--- src/rtl/dqn_seq_pkg.sv ---
// Shared phase/step codes and FSM state type for the DQN training sequencer.
// Imported by seq_dwell_timer and dqn_train_sequencer.
package dqn_seq_pkg;

    localparam int STEP_W = 4;
    localparam int CTRL_W = 4;

    localparam logic [CTRL_W-1:0] PH_IDLE     = 4'd0;
    localparam logic [CTRL_W-1:0] PH_FWD_ST   = 4'd1;
    localparam logic [CTRL_W-1:0] PH_WAIT_ENV = 4'd2;
    localparam logic [CTRL_W-1:0] PH_FWD_ST1  = 4'd3;
    localparam logic [CTRL_W-1:0] PH_BWD      = 4'd4;
    localparam logic [CTRL_W-1:0] PH_UPD      = 4'd5;

    localparam logic [STEP_W-1:0] STEP_IDLE      = 4'd0;
    localparam logic [STEP_W-1:0] STEP_FWD_FIRST = 4'd1;
    localparam logic [STEP_W-1:0] STEP_FWD_LAST  = 4'd5;
    localparam logic [STEP_W-1:0] STEP_BWD_FIRST = 4'd6;
    localparam logic [STEP_W-1:0] STEP_BWD_LAST  = 4'd9;
    localparam logic [STEP_W-1:0] STEP_UPD       = 4'd10;

    typedef enum logic [2:0] {
        S_IDLE,
        S_FWD_ST,
        S_WAIT_ENV,
        S_FWD_ST1,
        S_BWD,
        S_UPD,
        S_DONE
    } state_t;

    // DONE reports phase 0 even though it is a distinct state.
    function automatic logic [CTRL_W-1:0] ph_of(input state_t s);
        logic [CTRL_W-1:0] ph;
        ph = PH_IDLE;
        case (s)
            S_FWD_ST:   ph = PH_FWD_ST;
            S_WAIT_ENV: ph = PH_WAIT_ENV;
            S_FWD_ST1:  ph = PH_FWD_ST1;
            S_BWD:      ph = PH_BWD;
            S_UPD:      ph = PH_UPD;
            default:    ph = PH_IDLE;
        endcase
        return ph;
    endfunction

endpackage

--- src/rtl/seq_dwell_timer.sv ---
// 4-bit dwell counter: flags the last cycle a step code is held.
// Cleared whenever the sequencer is not stepping.
module seq_dwell_timer
    import dqn_seq_pkg::*;
#(
    parameter int STAGE_CYC = 1
) (
    input  logic clk,
    input  logic rst,
    input  logic en,
    input  logic clr,
    output logic last_cyc
);

    localparam logic [3:0] LAST = 4'(STAGE_CYC - 1);

    logic [3:0] cnt;

    always_ff @(posedge clk) begin
        if (rst || clr) begin
            cnt <= 4'd0;
        end else if (en) begin
            cnt <= last_cyc ? 4'd0 : cnt + 4'd1;
        end
    end

    assign last_cyc = (cnt == LAST);

endmodule

--- src/rtl/dqn_train_sequencer.sv ---
// DQN training-iteration sequencer: fwd(st) -> wait env -> fwd(st1) -> bwd -> update.
// Define SEQ_PERF_CNT_EN to add the perf_cyc busy-cycle counter port.
module dqn_train_sequencer
    import dqn_seq_pkg::*;
#(
    parameter int STAGE_CYC = 1,
    parameter int ITER_MAX  = 100
) (
    input  logic              clk,
    input  logic              rst,
    input  logic              start,
    input  logic              abort,
    input  logic              env_valid,
    output logic [STEP_W-1:0] step,
    output logic [CTRL_W-1:0] controller,
    output logic              sel_st1,
    output logic              act_cap,
    output logic              w_upd_en,
    output logic              busy,
    output logic              done,
    output logic [15:0]       iter_cnt,
    output logic              last_iter
`ifdef SEQ_PERF_CNT_EN
    ,
    output logic [15:0]       perf_cyc
`endif
);

    localparam logic [15:0] IMAX = 16'(ITER_MAX);

    state_t            state;
    state_t            state_d;
    logic [STEP_W-1:0] step_d;
    logic              en;
    logic              last;
    logic              env_flag;
    logic              wait_exit;

    assign en = (state == S_FWD_ST) || (state == S_FWD_ST1) ||
                (state == S_BWD) || (state == S_UPD);
    assign wait_exit = env_flag || env_valid;

    seq_dwell_timer #(
        .STAGE_CYC(STAGE_CYC)
    ) u_dwell (
        .clk     (clk),
        .rst     (rst),
        .en      (en),
        .clr     (!en || abort),
        .last_cyc(last)
    );

    always_ff @(posedge clk) begin
        if (rst) begin
            state <= S_IDLE;
        end else begin
            state <= state_d;
        end
    end

    always_comb begin
        state_d = state;
        step_d  = step;
        case (state)
            S_IDLE: begin
                if (start) begin
                    state_d = S_FWD_ST;
                    step_d  = STEP_FWD_FIRST;
                end
            end
            S_FWD_ST: begin
                if (last) begin
                    if (step == STEP_FWD_LAST) state_d = S_WAIT_ENV;
                    else step_d = step + 4'd1;
                end
            end
            S_WAIT_ENV: begin
                if (wait_exit) begin
                    state_d = S_FWD_ST1;
                    step_d  = STEP_FWD_FIRST;
                end
            end
            S_FWD_ST1: begin
                if (last) begin
                    if (step == STEP_FWD_LAST) begin
                        state_d = S_BWD;
                        step_d  = STEP_BWD_FIRST;
                    end else begin
                        step_d = step + 4'd1;
                    end
                end
            end
            S_BWD: begin
                if (last) begin
                    if (step == STEP_BWD_LAST) begin
                        state_d = S_UPD;
                        step_d  = STEP_UPD;
                    end else begin
                        step_d = step + 4'd1;
                    end
                end
            end
            S_UPD: begin
                if (last) begin
                    state_d = S_DONE;
                    step_d  = STEP_IDLE;
                end
            end
            default: begin
                state_d = S_IDLE;
                step_d  = STEP_IDLE;
            end
        endcase
        if (abort) begin
            state_d = S_IDLE;
            step_d  = STEP_IDLE;
        end
    end

    // Phase-level outputs are registered from the next state so they align with step.
    always_ff @(posedge clk) begin
        if (rst) begin
            step       <= STEP_IDLE;
            controller <= PH_IDLE;
            sel_st1    <= 1'b0;
            busy       <= 1'b0;
            done       <= 1'b0;
        end else begin
            step       <= step_d;
            controller <= ph_of(state_d);
            sel_st1    <= (state_d == S_FWD_ST1) || (state_d == S_BWD);
            busy       <= (state_d != S_IDLE) && (state_d != S_DONE);
            done       <= (state_d == S_DONE);
        end
    end

    assign act_cap  = (state == S_FWD_ST) && (step == STEP_FWD_LAST) && last;
    assign w_upd_en = (state == S_UPD) && last && !abort;

    always_ff @(posedge clk) begin
        if (rst || abort) begin
            env_flag <= 1'b0;
        end else if ((state == S_WAIT_ENV) && wait_exit) begin
            env_flag <= 1'b0;
        end else if (busy && env_valid) begin
            env_flag <= 1'b1;
        end
    end

    always_ff @(posedge clk) begin
        if (rst) begin
            iter_cnt <= 16'd0;
        end else if ((state == S_DONE) && (iter_cnt != IMAX)) begin
            iter_cnt <= iter_cnt + 16'd1;
        end
    end

    assign last_iter = (iter_cnt == IMAX);

`ifdef SEQ_PERF_CNT_EN
    logic [15:0] run_cyc;

    always_ff @(posedge clk) begin
        if (rst) begin
            run_cyc  <= 16'd0;
            perf_cyc <= 16'd0;
        end else begin
            if (state == S_IDLE) begin
                run_cyc <= 16'd0;
            end else if (busy && (run_cyc != 16'hFFFF)) begin
                run_cyc <= run_cyc + 16'd1;
            end
            if (state == S_DONE) begin
                perf_cyc <= run_cyc;
            end
        end
    end
`endif

endmodule
--- config.mk ---
export PLATFORM = sky130hd
export DESIGN_NAME = dqn_train_sequencer
export DESIGN_NICKNAME = d
export VERILOG_FILES = /design/src/rtl/dqn_seq_pkg.sv /design/src/rtl/seq_dwell_timer.sv /design/src/rtl/dqn_train_sequencer.sv
export SDC_FILE = /design/constraint.sdc
export NUM_CORES = 1
export LEC_CHECK = 0
export ABC_AREA = 1
export BUFFER_PORTS_ARGS = -buffer_cell sky130_fd_sc_hd__buf_4
export CAP_MARGIN = 30
export CORE_MARGIN = 1.5
export CORE_UTILIZATION = 30
export DETAILED_ROUTE_END_ITERATION = 7
export PLACE_DENSITY = 0.48
export SETUP_SLACK_MARGIN = 0.15
export SKIP_CTS_REPAIR_TIMING = 1
export SYNTH_ARGS = -nofsm -noshare
export SYNTH_HDL_FRONTEND = slang
export SYNTH_HIERARCHICAL = 1
export SYNTH_SLANG_ARGS = --single-unit
--- constraint.sdc ---
create_clock -name clk -period 2.1 [get_ports clk]
set_clock_uncertainty 0.1 [all_clocks]
set_input_delay 0 -clock clk [delete_from_list [all_inputs] [get_ports clk]]
set_output_delay 0 -clock clk [all_outputs]
set_load 0.02 [all_outputs]
==> results of run 1 <==
-- cell type report --
class | count | area share
tap | 77 | 0.0400
multi-input combinational | 216 | 0.447
sequential | 34 | 0.282
clock buffer | 7 | 0.0317
timing repair buffer | 38 | 0.120
inverter | 49 | 0.0784
-- sequential cells by signal (all words and copies together) (netlist names) --
signal	count
iter_cnt	16
controller	3
done	1
env_flag	1
step	4
busy	1
state	3
u_dwell/cnt	4
sel_st1	1
-- through the flow --
step / worst slack, ns / cell area [um2] / total power, mW
floorplan: 0.488 / 1990 / 0.710
global placement: 0.242 / 2300 / 0.734
detailed placement: 0.252 / 2300 / 0.733
CTS: 0.238 / 2380 / 1.20
global route: 0.160 / 2410 / 1.24
finish: 0.395 / 2410 / 1.17
-- routing by layer --
layer | GRT usage | share of wire
met1 | 0.177 | 0.46
met2 | 0.261 | 0.48
met3 | 0.0413 | 0.043
met4 | 0.0528 | 0.012
met5 | 0 | 0
-- placed cells by master (no fill, tap or decap), drive strengths merged --
master        n
xor2         12
a31oi         1
clkbuf        7
dfxtp        34
nor3         14
conb          1
nand2        77
nand4         7
o21ai        14
buf          36
nor2         35
dlygate4sd3   2
inv          49
o211ai        1
nand3        24
a21oi        24
ha            6
-- worst min-delay path: cells and delay by family --
| kind | cells | cell delay, ns |
|---|---|---|
| buffers and inverters | 2 | 0.11 |
| AOI/OAI and AO/OA | 1 | 0.08 |
| and+or+nand+nor | 2 | 0.16 |
-- logic make-up (layout without fill, tap and decap cells) --
kind of cell,after synthesis,count (layout),share of synthesized area
other cells,1,1,0.00189
fa+ha+maj,6,6,0.0378
buf+inv,56,94,0.120
simple gates,157,157,0.343
compound gates,40,40,0.103
flops,34,34,0.342
xor+xnor,12,12,0.0529
-- power groups by stage --
stage,Combinational (mW),Clock [mW],Sequential [mW]
floorplan,0.0387,0,0.671
global placement,0.0650,0,0.669
detailed placement,0.0642,0,0.669
CTS,0.0644,0.481,0.654
global route,0.0758,0.513,0.654
finish,0.0667,0.454,0.654
-- worst min path at each step --
stage | to | slack, ns
after floorplan | done | -0.02
after global placement | done | 0.16
after detailed placement | done | 0.14
after CTS | done | -0.16
after global routing | env_flag | 0.03
final | env_flag | 0.01
==> results.md, run 1 <==
* Yosys top cell area share at 0.342
* Levels on crit path at 12
* Via count at 1996
* Sink Count at 34
* Wire per inst at roughly 12 um
* Power Internal at 900 uW
* CP max stage delay at 0.33 ns
* Hold slack at roughly 0.014 ns
* Critical Path AT at ~1.8 ns
* Hold_sp: env_valid
* Core area at 6390 um2
* First DRT Iteration DRCs at 78
* CP max-delay cell: dfxtp_1
* Gr usage total at 0.150
* Share of total power in combinational logic at 0.057
* # diodes at 0
* Final net count at 355
* WP buf/inv at 4
* Asr flop ratio synth at 0
* Crit-path most repeated cell: inv_1
* CP endpoint kind: flip-flop
* Fin cells at 421
* Antenna viol nets, final at 0
* Seq cells post-synth at 34
* 1st-pass router iterations at 4
* P_leak at approximately 1.1 nW
* Hold path depth at 5
* Post-DP HPWL at ~3900 um
* Ys Warns at 6
* Syn_nets at about 320
* Port bufs at 33
* Max_cap viols at 0
* Fmax at a little under 600 MHz
* Total global routing overflow at 0
* Syn_area_per_cell at about 6.5 um2
* Remaining DRCs at 0
* Syn Std Cell Area at between 1500 and 2000 um2
* Initial Utilization at 0.311
* Global-route wire length before repair at approximately 8700 um
* Antenna violations before repair at 0
* Reg clk slew, reported paths at roughly 0.07 ns
* Num rows at 29
* FF+latch area at 681 um2
* Root Driver: clkbuf_8
* Total CTS buffers at 5
* P_sw at roughly 270 uW
* CP Class: reg2reg
* Setup TNS at 0 ns
* Placed Cells at slightly above 400
* Largest cells by area after synthesis: dfxtp_1 (34%), nand2_1 (14%), inv_1 (8.7%)
* Multi-input gate area at 1080 um2
* Final hold vios at 0
* Fill cells at a little over 700
* Dominant synthesized flop cell: dfxtp_1
* Share of layout cells above drive strength 1 at 0.154
* Largest net degree at the start of global routing at 22
* Final worst-path cycle share at 0.812
* Reg2reg setup slack at between 0.3 and 0.4 ns
* Total routed wirelength at approximately 5000 um
* Switch share at 0.234
* Die X at between 80 and 90 um
* Sequential fraction of the synthesis area at 0.342
* Cell chain of the critical path: inv_1 -> ha_1 -> nand3_1 -> inv_2 -> nand4_1 -> inv_1 -> nand2_1 -> nand3_1 -> nand2_2 -> inv_1 -> nand2_1 -> a21oi_1
* Worst-path fanout max at 5
* Die Y at around 84 um
* HP Class: in2reg
* Area delta synth->final at 21.2%
* Cell count after synthesis at 306
* Synth top cells by count: nand2_1 (73), inv_1 (46), dfxtp_1 (34), nor2_1 (34), a21oi_1 (24)
* Worst VDD drop at roughly 0.22 mV
* Top delay family on crit path: simple AND/OR/NAND/NOR gates
* Reg-to-Reg End: sel_st1
* Status: finished, final reports clean
* PwrDens at around 500 nW/um2
* Clock Latency Late Sink at around 0.28 ns
* Critical Path RT at between 2 and 2.5 ns
* Gpl congestion at 0.831
* Count leader, synth: nand2_1
* Final Setup Violations at 0
* Leading area contributor after synthesis: dfxtp_1
* Ports at 35
* Clk pwr share at 0.386
* Max H-tree Level at 2
* RR Startpoint: u_dwell/cnt[0]
* TritonCTS clock tree: yes
* Die ar. at ~7100 um2
* Tmin final at approximately 1.7 ns
* EDFF count, synth at 0
* Setup crit start kind: flip-flop
* Util after Layout at 0.377
* Critical Path Source: u_dwell/cnt[0]
* Vias in the first global route at 1928
* R2R depth at 12
* Max-slew violation count at 0
* Part of the power in registers at 0.557
* Crit path to: sel_st1
* DR vias/cell at 4.74
* Synth unique cells at 24
* CTS Buffer Depth at 2
* Unrepaired setup endpoints after global routing: no
Power figures use the tool's default switching activity.
==> inputs of run 2 (changes only) <==
--- a/config.mk
+++ b/config.mk
@@ -5,13 +5,13 @@
 export SDC_FILE = /design/constraint.sdc
 export NUM_CORES = 1
 export LEC_CHECK = 0
-export ABC_AREA = 1
+export ABC_AREA = 0
 export BUFFER_PORTS_ARGS = -buffer_cell sky130_fd_sc_hd__buf_4
 export CAP_MARGIN = 30
 export CORE_MARGIN = 1.5
 export CORE_UTILIZATION = 30
 export DETAILED_ROUTE_END_ITERATION = 7
-export PLACE_DENSITY = 0.48
+export PLACE_DENSITY = 0.5
 export SETUP_SLACK_MARGIN = 0.15
 export SKIP_CTS_REPAIR_TIMING = 1
 export SYNTH_ARGS = -nofsm -noshare
==> constraint.sdc (replaced) <==
create_clock -name clk -period 1.4 [get_ports clk]
set_clock_uncertainty 0.1 [all_clocks]
set_input_delay 0 -clock clk [delete_from_list [all_inputs] [get_ports clk]]
set_output_delay 0 -clock clk [all_outputs]
set_load 0.02 [all_outputs]
==> run 2 against run 1 <==
The flow now finishes with violations (negative hold slack, negative setup slack). Global-route usage is 1.1 points higher. Critical path depth is 6 lower. Critical path type unchanged. Sequential share of layout area is 5.9 points lower. Register-to-register slack worse by 0.88 ns. First-iteration DRC count is 32% lower. Count of clock-buffer cells in the layout stayed put. Via count is 7.5% lower. Largest cell class unchanged.
==> results.md, run 2 <==
* Status: complete, but fails checks
* Violated checks: negative hold slack, negative setup slack
* Post-DP HPWL at roughly 3800 um
* Setup TNS at -11.37 ns
* Placed Cells at 380
* Global-route wire length before repair at slightly above 8000 um
* Root Driver: clkbuf_8
* Total routed wirelength at slightly above 5000 um
* Design Power at between 1.5 and 2 mW
* Seq cells post-synth at 34
* Tmin final at 1.88 ns
* Synth top cells by count: dfxtp_1 (34), nor2_1 (24), nand2_1 (17)
* Hold_sp: abort
* CTS Buffer Depth at 2
* Total global routing overflow at 0
* Max H-tree Level at 2
* Critical Path AT at approximately 2 ns
* Max reg flops at 16
* Worst Tran Pin Value at roughly 0.57 ns
* Ys Warns at 6
* CP max stage delay at approximately 0.36 ns
* Hold slack at -0.00582 ns
* # diodes at 0
* PwrDens at 600 nW/um2
* Final design area excluding fillers at roughly 3200 um2
* Commonest non-fill, non-tap cells in the layout: buf_4 (93), nor2_1 (23), dfxtp_1 (15), dfxtp_2 (15), nand2_1 (13)
* 1st-pass router iterations at 3
* Slew margin rel. at 0.613
* Max-slew violation count at 0
* HP Class: in2reg
* Share of layout cells above drive strength 1 at 0.597
* Final hold vios at 1
* Port bufs at 33
* Die X at a little over 80 um
* Sequential fraction of the synthesis area at 0.372
* Antenna viol nets, final at 0
* Top delay family on crit path: compound AO/OA/AOI/OAI gates
* Gr usage total at 0.161
* Reg clk slew, reported paths at approximately 0.07 ns
* Cell chain of the critical path: inv_4 -> ha_4 -> and3b_2 -> or2_1 -> a22o_1 -> o311a_1
* Count leader, synth: dfxtp_1
* Critical Path Source: step[1]
* Die Y at slightly above 80 um
* Antenna violations before repair at 0
* Initial Utilization at 0.309
* Fmax at between 500 and 600 MHz
* TritonCTS clock tree: yes
* Clock Latency Late Sink at around 0.29 ns
* DR vias/cell at between 4 and 5
* Syn_nets at about 230
* RR Startpoint: step[1]
* CP endpoint kind: flip-flop
* Cell count after synthesis at approximately 210
* Worst VDD drop at 0.389 mV
* Commonest non-fill, non-tap cell in the layout: buf_4
* Unrepaired setup endpoints after global routing: yes
* Ports at 35
* Synth unique cells at between 50 and 60
* Via count at between 1500 and 2000
* Syn Std Cell Area at 1830 um2
* Final net count at 328
* Asr flop ratio synth at 0
* First DRT Iteration DRCs at 53
* FF+latch area at a little over 700 um2
* P_leak at around 1.4 nW
* Syn_area_per_cell at roughly 8.6 um2
* DP Area at roughly 2800 um2
* Worst-path fanout max at 5
* Fin cells at 393
* Largest Register: iter_cnt
* Wire per inst at around 13 um
* Largest net degree at the start of global routing at 15
* WP buf/inv at 1
* Vias in the first global route at ~1700
* Critical Path RT at about 1.5 ns
* EDFF count, synth at 0
* Leading area contributor after synthesis: dfxtp_1
* Remaining DRCs at 0
* Yosys top cell area share at 0.372
* Max_cap viols at 0
* Die ar. at about 6600 um2
* Largest registers: iter_cnt (16), step (4), u_dwell/cnt (4)
* Worst setup margin at -0.482 ns
* Area delta synth->final at 74.3%
* Core area at a little under 6000 um2
* Fill cells at 566
* Num rows at 28
* CP Class: reg2reg
* CP max-delay cell: dfxtp_4
* Sink Count at 34
* Largest cells by area after synthesis: dfxtp_1 (37%), nor2_1 (4.9%), xor2_1 (4.3%)
* Setup crit start kind: flip-flop
* Multi-input gate area at 1390 um2
* Total CTS buffers at 5
* Final worst-path cycle share at 1.34
* Gpl congestion at about 0.75
* Final Setup Violations at 36
* Dominant synthesized flop cell: dfxtp_1
-- run 2: cell count changes after synthesis, sizes merged, moves of 5 or more --
cell | previous run | this run
a21oi | 24 | 6
inv | 49 | 15
nand2 | 77 | 17
nand3 | 24 | 9
nor2 | 35 | 24
nor2b | 0 | 8
nor3b | 0 | 5
o21ai | 14 | 3
-- run 2: cells by family after synthesis --
group                      Yosys count  share of synthesized area
and+or+nand+nor                    103                      0.319
DFF                                 34                      0.372
AOI/OAI and AO/OA                   26                      0.108
buffers and inverters               24                     0.0546
xor gates and xnor gates            12                     0.0574
muxes                                8                     0.0464
adders and majority gates            6                     0.0410
other                                1                    0.00205
-- run 2: report_power, final --
group	internal, mW	switching, mW
logic	0.0880	0.0875
clock network	0.397	0.368
registers	0.968	0.00684
total	1.45	0.462
-- run 2: metrics by stage --
step / setup WS [ns] / hold WS (ns) / util
3_5_place_dp: -0.472 / 0.139 / 0.478
5_1_grt: -0.617 / 0.0110 / 0.539
2_1_floorplan: -0.444 / -0.0306 / -
3_3_place_gp: -0.425 / 0.135 / 0.478
6_report: -0.482 / -0.00582 / 0.539
4_1_cts: -0.534 / -0.168 / 0.493
-- run 2: worst register-to-register path: cells and delay by family (launching register included) --
kind / cells / cell delay [ns]
buf+inv: 1 / 0.04
flops: 1 / 0.36
fa+ha+maj: 1 / 0.15
compound gates: 2 / 0.64
simple gates: 2 / 0.49
-- run 2: final timing paths --
check,end,slack [ns],depth (start not counted)
setup / recovery,busy,-0.48,6
hold / removal,busy,-0.006,3
setup reg to reg,busy,-0.48,6
hold reg to reg,step[1],0.41,2
-- run 2: layer usage --
layer  vias up  track usage  share of wire
li1        954            -              -
met1       865        0.212           0.47
met2        22        0.263           0.49
met3         5       0.0337          0.026
met4         0       0.0517          0.012
met5         -            0              0
-- run 2: area by class of cell --
cell class,instances,share of cell area
multi-input combinational,156,0.434
timing repair buffer,105,0.265
sequential,34,0.224
tap,75,0.0294
clock buffer,7,0.0270
inverter,15,0.0192
clock inverter,1,0.00157
==> inputs of run 3 (changes only) <==
==> constraint.sdc (replaced) <==
create_clock -name clk -period 1.4 [get_ports clk]
set_clock_uncertainty 0.1 [all_clocks]
set_input_delay 0.07 -clock clk [delete_from_list [all_inputs] [get_ports clk]]
set_output_delay 0.07 -clock clk [all_outputs]
set_load 0.02 [all_outputs]
==> run 3 against run 2 <==
Flip-flop and latch count unchanged. Highest routed layer unchanged. Combinational power about the same. The flow still finishes with violations (negative hold slack, negative setup slack). Critical endpoint is now act_cap. Worst hold slack got worse by 0.018 ns. Clock power increased by 20%. Worst setup slack improved by 0.017 ns. Utilization increased by 0.19 points. Largest power group unchanged.
==> results.md, run 3 (same netlist as run 2, synthesis figures left out) <==
* Port bufs at 33
* # diodes at 0
* Hold_sp: env_valid
* Worst setup margin at -0.465 ns
* DR top layer: met4
* DR vias/cell at roughly 4.7
* Total global routing overflow at 0
* Critical Path Source: u_dwell/cnt[1]
* RR Startpoint: iter_cnt[0]
* Worst VDD drop at between 0.3 and 0.4 mV
* Antenna viol nets, final at 0
* Commonest non-fill, non-tap cell in the layout: buf_4
* Worst-path fanout max at 4
* Largest registers: iter_cnt (16), step (4), u_dwell/cnt (4)
* Setup TNS at -10.28 ns
* Die ar. at 6580 um2
* Total routed wirelength at between 5000 and 6000 um
* Antenna violations before repair at 0
* First DRT Iteration DRCs at 96
* Clock Latency Late Sink at ~0.29 ns
* Final worst-path cycle share at 1.33
* CTS Buffer Depth at 2
* Fill cells at about 550
* Ports at 35
* WP buf/inv at 4
* Final Setup Violations at 36
* Root Driver: clkbuf_8
* TritonCTS clock tree: yes
* CP endpoint kind: output port
* Vias in the first global route at about 1700
* Clk pwr share at 0.445
* Global-route wire length before repair at 8020 um
* Core area at 5920 um2
* Share of layout cells above drive strength 1 at 0.610
* Total CTS buffers at 5
* DR WL met3 at approximately 170 um
* WL met2 at 2420 um
* M1 WL at around 2400 um
* Via count at roughly 1900
* Final hold vios at 1
* Max H-tree Level at 2
* Initial Utilization at 0.309
* Top delay family on crit path: buffers and inverters
* 1st-pass router iterations at 4
* Area delta synth->final at 74.9%
* Cell chain of the critical path: inv_2 -> ha_4 -> nor3b_4 -> buf_6 -> nand2_1 -> buf_4 -> nor3b_4 -> buf_6
* Unrepaired setup endpoints after global routing: yes
* Max reg flops at 16
* PwrDens at around 650 nW/um2
* HP Class: in2reg
* Status: complete, but fails checks
* Fin cells at between 300 and 400
* Fmax at approximately 540 MHz
* P_leak at about 1.4 nW
* CP max-delay cell: dfxtp_2
* Power Internal at about 1.6 mW
* Final net count at about 330
* CP Class: reg2out
* Num rows at 28
* Critical Path RT at 1.23 ns
* Largest Register: iter_cnt
* Violated checks: negative hold slack, negative setup slack
* Max_cap viols at 0
* FF+latch area at around 720 um2
* CP max stage delay at between 0.3 and 0.4 ns
* Remaining DRCs at 0
* Die X at 81.1 um
* Largest net degree at the start of global routing at 25
* P_sw at 487 uW
* Reg clk slew, reported paths at about 0.08 ns
* Share of total power in combinational logic at 0.084
* Hold slack at -0.0241 ns
* Reg2reg setup slack at -0.46 ns
* Max-slew violation count at 0
* Tmin final at 1.86 ns
* Multi-input gate area at 1350 um2
* Setup crit start kind: flip-flop
* Part of the power in registers at 0.471
* Sink Count at 34
* Switch share at 0.236
* Gr usage total at 0.161
* Commonest non-fill, non-tap cells in the layout: buf_4 (90), nor2_1 (23), dfxtp_2 (15)
* Placed Cells at ~380
* Gpl congestion at 0.756
* Die Y at between 80 and 90 um
* Wire per inst at ~13 um
* Critical Path AT at between 1.5 and 2 ns
* Post-DP HPWL at around 3700 um
-- run 3: area by class of cell --
| type | instances | share of cell area |
|---|---|---|
| repair buffers | 105 | 0.272 |
| inverters | 15 | 0.0191 |
| flip-flops and latches | 34 | 0.224 |
| clock inverters | 3 | 0.0125 |
| multi-input cells | 156 | 0.422 |
| well taps | 75 | 0.0293 |
| clock buffers | 5 | 0.0215 |
-- run 3: worst register-to-register path: stages (launching register included) --
cell	delay, ns
dfxtp_4	0.37
inv_4	0.04
ha_4	0.14
nor3b_4	0.14
a41oi_2	0.25
nand3_4	0.16
or4_4	0.45
a21oi_2	0.14
-- run 3: path summary, 6_finish.rpt --
check / endpoint / cells past startpoint
min: env_flag / 3
min reg2reg: step[1] / 2
max reg2reg: iter_cnt[12] / 7
max: act_cap / 8
-- run 3: per-stage QoR --
step / setup slack [ns] / util / cell area [um2] / total power [mW]
6_report: -0.465 / 0.541 / 3200 / 2.07
5_1_grt: -0.545 / 0.541 / 3200 / 2.14
4_1_cts: -0.652 / 0.497 / 2940 / 2.08
3_5_place_dp: -0.467 / 0.479 / 2830 / 1.16
3_3_place_gp: -0.422 / 0.479 / 2830 / 1.16
2_1_floorplan: -0.444 / - / 2020 / 1.08
-- run 3: per-layer routing --
metal	vias up	global-route usage
met5	-	0
met4	0	0.0569
met3	6	0.0371
met2	29	0.262
met1	871	0.209
li1	955	-
-- run 3: power groups by stage --
stage / Clock [mW] / Sequential, mW / Combinational, mW
2_1_floorplan: 0 / 1.00 / 0.0809
3_3_place_gp: 0 / 0.998 / 0.161
3_5_place_dp: 0 / 0.997 / 0.161
4_1_cts: 0.942 / 0.974 / 0.162
5_1_grt: 0.979 / 0.975 / 0.189
6_report: 0.921 / 0.974 / 0.173
